<file path="config.mk">
export PLATFORM = sky130hd
export DESIGN_NAME = bc_temporizador_flat
export DESIGN_NICKNAME = d
export VERILOG_FILES = /design/src/rtl/bc_temporizador_if.sv /design/src/rtl/bc_temporizador.sv /design/src/flat_wrapper.sv
export SDC_FILE = /design/constraint.sdc
export NUM_CORES = 1
export LEC_CHECK = 0
export CELL_PAD_IN_SITES_DETAIL_PLACEMENT = 0
export CELL_PAD_IN_SITES_GLOBAL_PLACEMENT = 1
export CORE_ASPECT_RATIO = 2
export CORE_MARGIN = 2
export CORE_UTILIZATION = 38
export DETAILED_ROUTE_END_ITERATION = 7
export GPL_TIMING_DRIVEN = 0
export PLACE_DENSITY_LB_ADDON = 0.25
export REMOVE_ABC_BUFFERS = 1
export SLEW_MARGIN = 20
export SYNTH_ARGS = -nofsm -noshare
export SYNTH_HDL_FRONTEND = slang
export SYNTH_SLANG_ARGS = --single-unit
</file>
<file path="constraint.sdc">
create_clock -name clk_i -period 4.09 [get_ports clk_i]
set_input_delay 0.409 -clock clk_i [delete_from_list [all_inputs] [get_ports clk_i]]
set_output_delay 0.409 -clock clk_i [all_outputs]
set_load 0.005 [all_outputs]
</file>
<file path="src/rtl/bc_temporizador_if.sv">
// Host-side bundle of bc_temporizador: start/abort/auto/load value in, counter status out.
// Signal suffixes are taken from the timer's point of view.
interface bc_temporizador_if #(
  parameter int WIDTH = 8
);
  logic             start_i;
  logic             abort_i;
  logic             auto_i;
  logic [WIDTH-1:0] valor_i;
  logic [WIDTH-1:0] cont_o;
  logic [7:0]       voltas_o;
  logic             ocupado_o;
  logic             pronto_o;
  logic             fim_o;

  modport master (
    output start_i, abort_i, auto_i, valor_i,
    input  cont_o, voltas_o, ocupado_o, pronto_o, fim_o
  );

  modport slave (
    input  start_i, abort_i, auto_i, valor_i,
    output cont_o, voltas_o, ocupado_o, pronto_o, fim_o
  );
endinterface

</file>
<file path="src/rtl/bc_temporizador.sv">
// Programmable countdown timer with optional auto-reload and saturating period counter.
// Optional feature: define BC_PRESCALER_EN to decrement once every PRESC cycles.
//
// state      | meaning
// OCIOSO     | idle, waiting for start
// CARGA      | load cont from valor, clear prescaler
// DECREMENTA | count down one step per tick
// FIM        | completion cycle, fim high, count the period
module bc_temporizador #(
  parameter int WIDTH = 8,
  parameter int PRESC = 4
) (
  input  logic                clk_i,
  input  logic                rst_ni,
  bc_temporizador_if.slave    bus
);

  typedef enum logic [1:0] {
    OCIOSO     = 2'b00,
    CARGA      = 2'b01,
    DECREMENTA = 2'b10,
    FIM        = 2'b11
  } estado_t;

  if (WIDTH < 2 || PRESC < 1) begin : g_param_err
    $error("bc_temporizador: WIDTH must be >= 2 and PRESC >= 1");
  end

  estado_t          state_q, state_d;
  logic [WIDTH-1:0] cont_q, cont_d;
  logic [7:0]       voltas_q, voltas_d;
  logic             tick;

`ifdef BC_PRESCALER_EN
  localparam int PW = $clog2(PRESC + 1);
  localparam logic [PW-1:0] PRESC_TOP = PW'(PRESC - 1);

  logic [PW-1:0] presc_q, presc_d;

  assign tick = (presc_q == PRESC_TOP);

  always_comb begin
    presc_d = presc_q;
    if (state_q == CARGA) begin
      presc_d = '0;
    end else if (state_q == DECREMENTA) begin
      presc_d = tick ? '0 : presc_q + PW'(1);
    end
  end

  always_ff @(posedge clk_i or negedge rst_ni) begin
    if (!rst_ni) presc_q <= '0;
    else         presc_q <= presc_d;
  end
`else
  assign tick = 1'b1;
`endif

  always_ff @(posedge clk_i or negedge rst_ni) begin
    if (!rst_ni) begin
      state_q  <= OCIOSO;
      cont_q   <= '0;
      voltas_q <= '0;
    end else begin
      state_q  <= state_d;
      cont_q   <= cont_d;
      voltas_q <= voltas_d;
    end
  end

  // abort wins over every transition out of a busy state
  always_comb begin
    state_d = state_q;
    case (state_q)
      OCIOSO:     if (bus.start_i && !bus.abort_i) state_d = CARGA;
      CARGA:      if (bus.abort_i)                 state_d = OCIOSO;
                  else if (bus.valor_i == '0)      state_d = FIM;
                  else                             state_d = DECREMENTA;
      DECREMENTA: if (bus.abort_i)                 state_d = OCIOSO;
                  else if (tick && cont_q == WIDTH'(1)) state_d = FIM;
      FIM:        if (bus.abort_i)                 state_d = OCIOSO;
                  else if (bus.auto_i)             state_d = CARGA;
                  else                             state_d = OCIOSO;
      default:                                     state_d = OCIOSO;
    endcase
  end

  always_comb begin
    cont_d   = cont_q;
    voltas_d = voltas_q;
    case (state_q)
      OCIOSO: if (bus.start_i && !bus.abort_i) voltas_d = '0;
      CARGA:  cont_d = bus.abort_i ? '0 : bus.valor_i;
      DECREMENTA: begin
        if (bus.abort_i)                   cont_d = '0;
        else if (tick && cont_q != '0)     cont_d = cont_q - WIDTH'(1);
      end
      FIM: begin
        if (bus.abort_i)                   cont_d = '0;
        else if (voltas_q != 8'hFF)        voltas_d = voltas_q + 8'd1;
      end
      default: ;
    endcase
  end

  always_comb begin
    bus.cont_o    = cont_q;
    bus.voltas_o  = voltas_q;
    bus.pronto_o  = (state_q == OCIOSO);
    bus.ocupado_o = (state_q != OCIOSO);
    bus.fim_o     = (state_q == FIM);
  end

endmodule

</file>
<file path="src/flat_wrapper.sv">
// flat-port wrapper written by rule: the top's interface ports become plain ports
module bc_temporizador_flat 
#(
  parameter int WIDTH = 8,
  parameter int PRESC = 4
)
  (clk_i, rst_ni, bus_start_i, bus_abort_i, bus_auto_i, bus_valor_i, bus_cont_o, bus_voltas_o, bus_ocupado_o, bus_pronto_o, bus_fim_o);
  bc_temporizador_if #(.WIDTH(WIDTH)) bus_i ();
  input  logic clk_i;
  input  logic rst_ni;
  input wire logic [$bits(bus_i.start_i)-1:0] bus_start_i;
  input wire logic [$bits(bus_i.abort_i)-1:0] bus_abort_i;
  input wire logic [$bits(bus_i.auto_i)-1:0] bus_auto_i;
  input wire logic [$bits(bus_i.valor_i)-1:0] bus_valor_i;
  output wire logic [$bits(bus_i.cont_o)-1:0] bus_cont_o;
  output wire logic [$bits(bus_i.voltas_o)-1:0] bus_voltas_o;
  output wire logic [$bits(bus_i.ocupado_o)-1:0] bus_ocupado_o;
  output wire logic [$bits(bus_i.pronto_o)-1:0] bus_pronto_o;
  output wire logic [$bits(bus_i.fim_o)-1:0] bus_fim_o;
  assign bus_i.start_i = bus_start_i;
  assign bus_i.abort_i = bus_abort_i;
  assign bus_i.auto_i = bus_auto_i;
  assign bus_i.valor_i = bus_valor_i;
  assign bus_cont_o = bus_i.cont_o;
  assign bus_voltas_o = bus_i.voltas_o;
  assign bus_ocupado_o = bus_i.ocupado_o;
  assign bus_pronto_o = bus_i.pronto_o;
  assign bus_fim_o = bus_i.fim_o;
  bc_temporizador #(.WIDTH(WIDTH), .PRESC(PRESC)) u_core (.clk_i(clk_i), .rst_ni(rst_ni), .bus(bus_i));
endmodule
</file>
==> results of run 1 <==
critical path, stage by stage (launching register included):
cell	delay, ps
dfrtp_1	400
ha_1	500
mux2i_1	220
a211o_1	410
or4_1	510
a21oi_1	170
registers in the layout, indices dropped and copies added, names as in the netlist:
register and flops:
u_core.bus.cont_o 8, u_core.bus.voltas_o 8, u_core.state_q 2
power groups by stage:
stage | combinational, W | clock [W] | sequential (W)
finish | 0.000540 | 0.000148 | 0.000278
CTS | 0.000547 | 0.000151 | 0.000278
floorplan | 0.000338 | 0 | 0.000272
detailed placement | 0.000545 | 0 | 0.000281
global route | 0.000595 | 0.000160 | 0.000287
global placement | 0.000536 | 0 | 0.000279
synth_stat cells, types with 2 or more instances:
cell,n
a211oi_1,3
a21oi_1,9
a22oi_1,2
a32oi_1,2
and4_1,2
clkbuf_1,2
dfrtp_1,18
ha_1,7
inv_1,9
nand2_1,7
nand2b_1,3
nand3_1,3
nor2_1,10
nor3_1,6
o21ai_0,17
o2bb2ai_1,2
o31ai_1,2
or3_1,5
worst max-delay path by stage:
stage | depth (start not counted) | slack [ps] | startpoint | endpoint
5_1_grt | 5 | 1640 | u_core.state_q[1]$_DFFE_PN0P_ | u_core.bus.voltas_o[5]$_DFFE_PN0P_
6_report | 5 | 1800 | u_core.state_q[1]$_DFFE_PN0P_ | u_core.bus.voltas_o[5]$_DFFE_PN0P_
2_1_floorplan | 5 | 2070 | u_core.state_q[0]$_DFFE_PN0P_ | u_core.bus.voltas_o[5]$_DFFE_PN0P_
3_3_place_gp | 4 | 1710 | bus_abort_i | u_core.bus.cont_o[6]$_DFFE_PN0P_
4_1_cts | 5 | 1800 | u_core.state_q[0]$_DFFE_PN0P_ | u_core.bus.voltas_o[5]$_DFFE_PN0P_
3_5_place_dp | 4 | 1710 | bus_abort_i | u_core.bus.cont_o[6]$_DFFE_PN0P_
cells in the final DEF, fill, tap and decap left out, drive strengths merged, types with 2 or more instances in the layout:
| cell type | Yosys | routed |
|---|---|---|
| nand2 | 7 | 7 |
| nor2 | 10 | 10 |
| a22oi | 2 | 2 |
| clkdlybuf4s50 | 0 | 31 |
| nor3 | 6 | 6 |
| o2bb2ai | 2 | 2 |
| or3 | 5 | 5 |
| nand2b | 3 | 3 |
| and4 | 2 | 2 |
| a21oi | 10 | 10 |
| nand3 | 3 | 3 |
| a32oi | 2 | 2 |
| o21ai | 17 | 17 |
| dfrtp | 18 | 18 |
| a211oi | 4 | 4 |
| clkbuf | 2 | 4 |
| inv | 9 | 9 |
| o31ai | 3 | 3 |
| ha | 7 | 7 |
per-stage QoR:
stage	hold WS (ps)	cells	setup slack (ps)
3_3_place_gp	529	193	1710
6_report	565	197	1800
3_5_place_dp	552	193	1710
5_1_grt	586	197	1640
4_1_cts	569	197	1800
2_1_floorplan	113	131	2070
logic make-up (layout without fill, tap and decap cells):
logic type	after synthesis	after routing	share of synthesized area
compound gates	50	50	0.286
fa+ha+maj	7	7	0.0718
buf+inv	14	44	0.0533
flops	18	18	0.369
mux	2	2	0.0174
simple gates	45	45	0.202
layer usage:
layer	up-vias	track usage	wire length, um
li1	572	-	-
met1	581	0.198	1170
met2	32	0.382	1980
met3	6	0.0301	166
met4	0	0.0799	63
met5	-	0	0
final cells by class:
cell class	instances	share of cell area
repair buffers	31	0.195
clock buffers	4	0.0346
multi-input cells	104	0.442
well taps	31	0.0244
inverters	9	0.0212
flip-flops and latches	18	0.283
==> run metrics, run 1 <==
FILL cells=roughly 310; initial antenna violation count=0; number of synthesized flops with an enable pin=0; top cells by area, synth=dfrtp_1, ha_1, o21ai_0; setup TNS=0 ps; clk sinks=18; Reg area=roughly 450 um2; Hold Path Sink=u_core.bus.cont_o[7]$_DFFE_PN0P_; CP Capture Type=flip-flop; HP Start=u_core.bus.cont_o[7]$_DFFE_PN0P_; area growth from synthesis to layout=30.6%; Multi-input gate area=roughly 700 um2; leading area contributor after synthesis=dfrtp_1; unrepaired setup endpoints after global routing=false; register area share after synthesis=0.369; 1st-iter DRT viols=25; Relative slew margins=0.324; final instance area=0.00159 mm2; Synth Flop Type=dfrtp_1; Cell Area, Synth=0.00122 mm2; DRC=0; final setup violation count=0; Yosys top cell area share=0.369; fin. max-slew vios=0; worst-path fanout max=14; Net Sw Power=between 0.0004 and 0.0005 W; ratio of cells with drive above 1 in the final layout=0.0723; first-pass GRT wire length=roughly 5700 um; clock slew at reported path FFs=around 70 ps; vias per inst=6.05; largest net degree at the start of global routing=19; Reg-to-Reg End=u_core.bus.voltas_o[5]$_DFFE_PN0P_; total grt overflow=0; Hold Buf Count CTS=0; final period utilization=0.559; antenna-violating nets left=0; Initial Utilization=0.391; CP Class=reg2reg; sequential power share=0.288; clock power share=0.153; vias in the first global route=about 1200; GP Congestion=0.851; Setup Buffers After CTS=0; Mapped Avg Cell Area=~9 um2; final-stage net count=187; fraction of registers with async set/reset=1.00; Sw Share=0.423; reported max-cap violation count=0; core area=0.00312 mm2; min Tclk post-route=roughly 2300 ps; CTS max path bufs=2; Cell Int Power=approximately 0.00056 W; worst-margin pin slew=~1000 ps; Layout Skew=0.680 ps; CTS tree=built; Crit path arrival time=approximately 2500 ps; HP Class=reg2reg; count of different cell masters after synthesis=45; Power Total=between 0.0009 and 0.001 W; clk_lat worst skew=250 ps; PortBufs=31; final hold viol count=0; Worst EP required=between 4000 and 5000 ps; power density cells=606 mW/mm2; die area=around 0.0037 mm2; Worst R2R Path Depth=5; First-pass DRT Iterations=4; peak supply drop=238 uV; Syn. warnings=0; Comb pwr share=0.559; Root Buffer=clkbuf_8; synthesized flop and latch total=18; Diodes inserted=0; Rows=29; Max Clock Freq=roughly 0.44 GHz; Post-DP Area=approximately 0.0015 mm2; cts bufs inserted=3; post_cts resized=0; num ports=32; die width=44.1 um; status=completed; Final Util=0.510; critical path startpoint category=flip-flop; DP HPWL=around 2600 um; Synth Instances=about 140; chip height=about 84 um; r2r setup slk=between 1500 and 2000 ps; mean routed wirelength per cell=17.1 um; r2r startpoint=u_core.state_q[1]$_DFFE_PN0P_; vias=~1200; WL final=about 3400 um; leakage power=about 0.63 nW; H-tree depth=1; Total GRT Usage=0.200; Hold Crit Depth=1
(Power assumes the default switching activity.)
==> run 2, diff against run 1 <==
- CORE_UTILIZATION: 38 -> 36
- clock period: 4.09 -> 2.2 ns (I/O delays scaled with it)
==> run metrics, run 2 (synthesis gave the netlist of run 1 again) <==
status=completed; largest net degree at the start of global routing=19 (unchanged); Diodes inserted=0 (unchanged); Top delay family on crit path=simple AND/OR/NAND/NOR gates; Power Total=0.00180 W (+86%); commonest non-fill, non-tap cells in the layout=clkdlybuf4s50_1, dfrtp_1, o21ai_0; chip height=86.3 um (+2.6%); clk sinks=18 (unchanged); critical path's slowest cell=or4_1; CP Class=reg2reg; power density cells=1120 mW/mm2 (+84%); CP Capture Type=flip-flop; Total GRT Usage=0.169 (-0.0310); Layout Skew=8.12 ps (+7.44 ps); initial antenna violation count=0 (unchanged); H-tree depth=1 (unchanged); final instance area=0.00161 mm2 (+1.2%); final-stage net count=190 (+1.6%); vias per inst=5.69 (-6.0%); mean routed wirelength per cell=14.8 um (-14%); PortBufs=31 (unchanged); setup TNS=0 ps (unchanged); final hold viol count=0 (unchanged); Relative slew margins=0.434 (+0.110); CTS tree=built; Crit path arrival time=2260 ps (-200 ps); 1st-iter DRT viols=13 (-48%); leakage power=0.636 nW (+0.80%); placed cell count=194 (+0.52%); unrepaired setup endpoints after global routing=false; worst-path fanout max=14 (unchanged); die area=0.00390 mm2 (+5.2%); cts bufs inserted=3 (unchanged); vias in the first global route=1068 (-14%); num ports=32 (unchanged); min Tclk post-route=2090 ps (-201 ps); CP max stage delay=490 ps (-20 ps); final period utilization=0.948 (+0.389); first-pass GRT wire length=5090 um (-10%); DRC=0 (unchanged); final setup violation count=0 (unchanged); GP Congestion=0.775 (-9.0%); worst-margin pin slew=846 ps (-159 ps); Initial Utilization=0.369 (-0.0216); Buf+Inv Stages, Crit Path=0 (unchanged); Final Instance Count excl. Fillers=200 (+1.5%); fin. max-slew vios=0 (unchanged); vias=1137 (-4.5%); critical path startpoint category=flip-flop; core area=0.00330 mm2 (+5.9%); CTS max path bufs=2 (unchanged); antenna-violating nets left=0 (unchanged); clk_lat worst skew=260 ps (about the same); Hold Buf Count CTS=0 (unchanged); total grt overflow=0 (unchanged); First-pass DRT Iterations=4 (unchanged); CP cell instances=ha_2 > and4_1 > a211o_2 > or4_1 > a21oi_1; Root Buffer=clkbuf_8; Worst EP required=2380 ps (-1890 ps); Max Clock Freq=0.479 GHz (+9.6%); die width=45.2 um (+2.5%); reported max-cap violation count=0 (unchanged); Post-DP Area=0.00154 mm2 (about the same); area growth from synthesis to layout=32.1%; WL final=2960 um (-12%); HP Class=in2async; ratio of cells with drive above 1 in the final layout=0.101 (+0.0289); peak supply drop=774 uV (+220%); most common cell after layout, fill and taps aside=clkdlybuf4s50_1; clock slew at reported path FFs=70 ps (about the same); Rows=30 (+3.4%); DP HPWL=2160 um (-18%)
## run 2: changes by cell type in the layout (fill, tap and decap cells not counted), sizes merged
| cell | before | now |
|---|---|---|
| buf | 0 | 3 |
| clkbuf | 4 | 3 |
## run 2: timing repair
action | 4_1_cts | 5_1_grt
endpoints found under the hold margin | 0 | 0
setup endpoints to repair | 1 | 8
pin swaps | 0 | 1
resized for setup | 1 | 2
setup buffers | 0 | 3
cloned | 0 | 0
## run 2: worst paths after layout
check / startpoint / to / slack (ps) / cells after the start
setup / recovery: u_core.state_q[1]$_DFFE_PN0P_ / u_core.bus.voltas_o[5]$_DFFE_PN0P_ / 110 / 5
hold / removal: rst_ni / u_core.bus.cont_o[0]$_DFFE_PN0P_ / 450 / 1
setup reg to reg: u_core.state_q[1]$_DFFE_PN0P_ / u_core.bus.voltas_o[5]$_DFFE_PN0P_ / 110 / 5
hold reg to reg: u_core.bus.cont_o[7]$_DFFE_PN0P_ / u_core.bus.cont_o[7]$_DFFE_PN0P_ / 540 / 1
max in group asynchronous: rst_ni / u_core.bus.voltas_o[0]$_DFFE_PN0P_ / 1230 / 1
min in group clk_i: u_core.bus.cont_o[7]$_DFFE_PN0P_ / u_core.bus.cont_o[7]$_DFFE_PN0P_ / 540 / 1
## run 2: report_power, final
group	leakage, nW	internal (W)	total [W]	switching [W]
Sequential	0.241	0.000415	0.000515	0.000100
Combinational	0.373	0.000527	0.00105	0.000523
Clock	0.0216	0.000122	0.000236	0.000114
## run 2: per-layer routing
layer | share of wire | up-vias | wire length (um) | track usage
met2 | 0.45 | 28 | 1330 | 0.240
met5 | 0 | - | 0 | 0
met4 | 0.014 | 0 | 41 | 0.0561
met3 | 0.043 | 4 | 126 | 0.0229
li1 | - | 585 | - | -
met1 | 0.49 | 520 | 1460 | 0.258
## run 2: stage by stage
step	utilization	hold WS [ps]	setup WS [ps]
after floorplan	-	-75.6	182
after global placement	0.466	532	-16.3
after detailed placement	0.466	528	-36.4
after CTS	0.479	491	73.8
after global routing	0.488	541	8.33
final	0.488	445	114
## run 2: layout make-up
cell class,instances,area [um2]
clock buffers,3,41.3
fillers,355,1690
inverters,9,33.8
multi-input cells,104,713
flip-flops and latches,18,450
well taps,32,40.0
repair buffers,34,333
## run 2: worst register-to-register path: stages, from the launching register on
cell and delay [ps]:
dfrtp_1 420, ha_2 280, and4_1 220, a211o_2 430, or4_1 490, a21oi_1 160
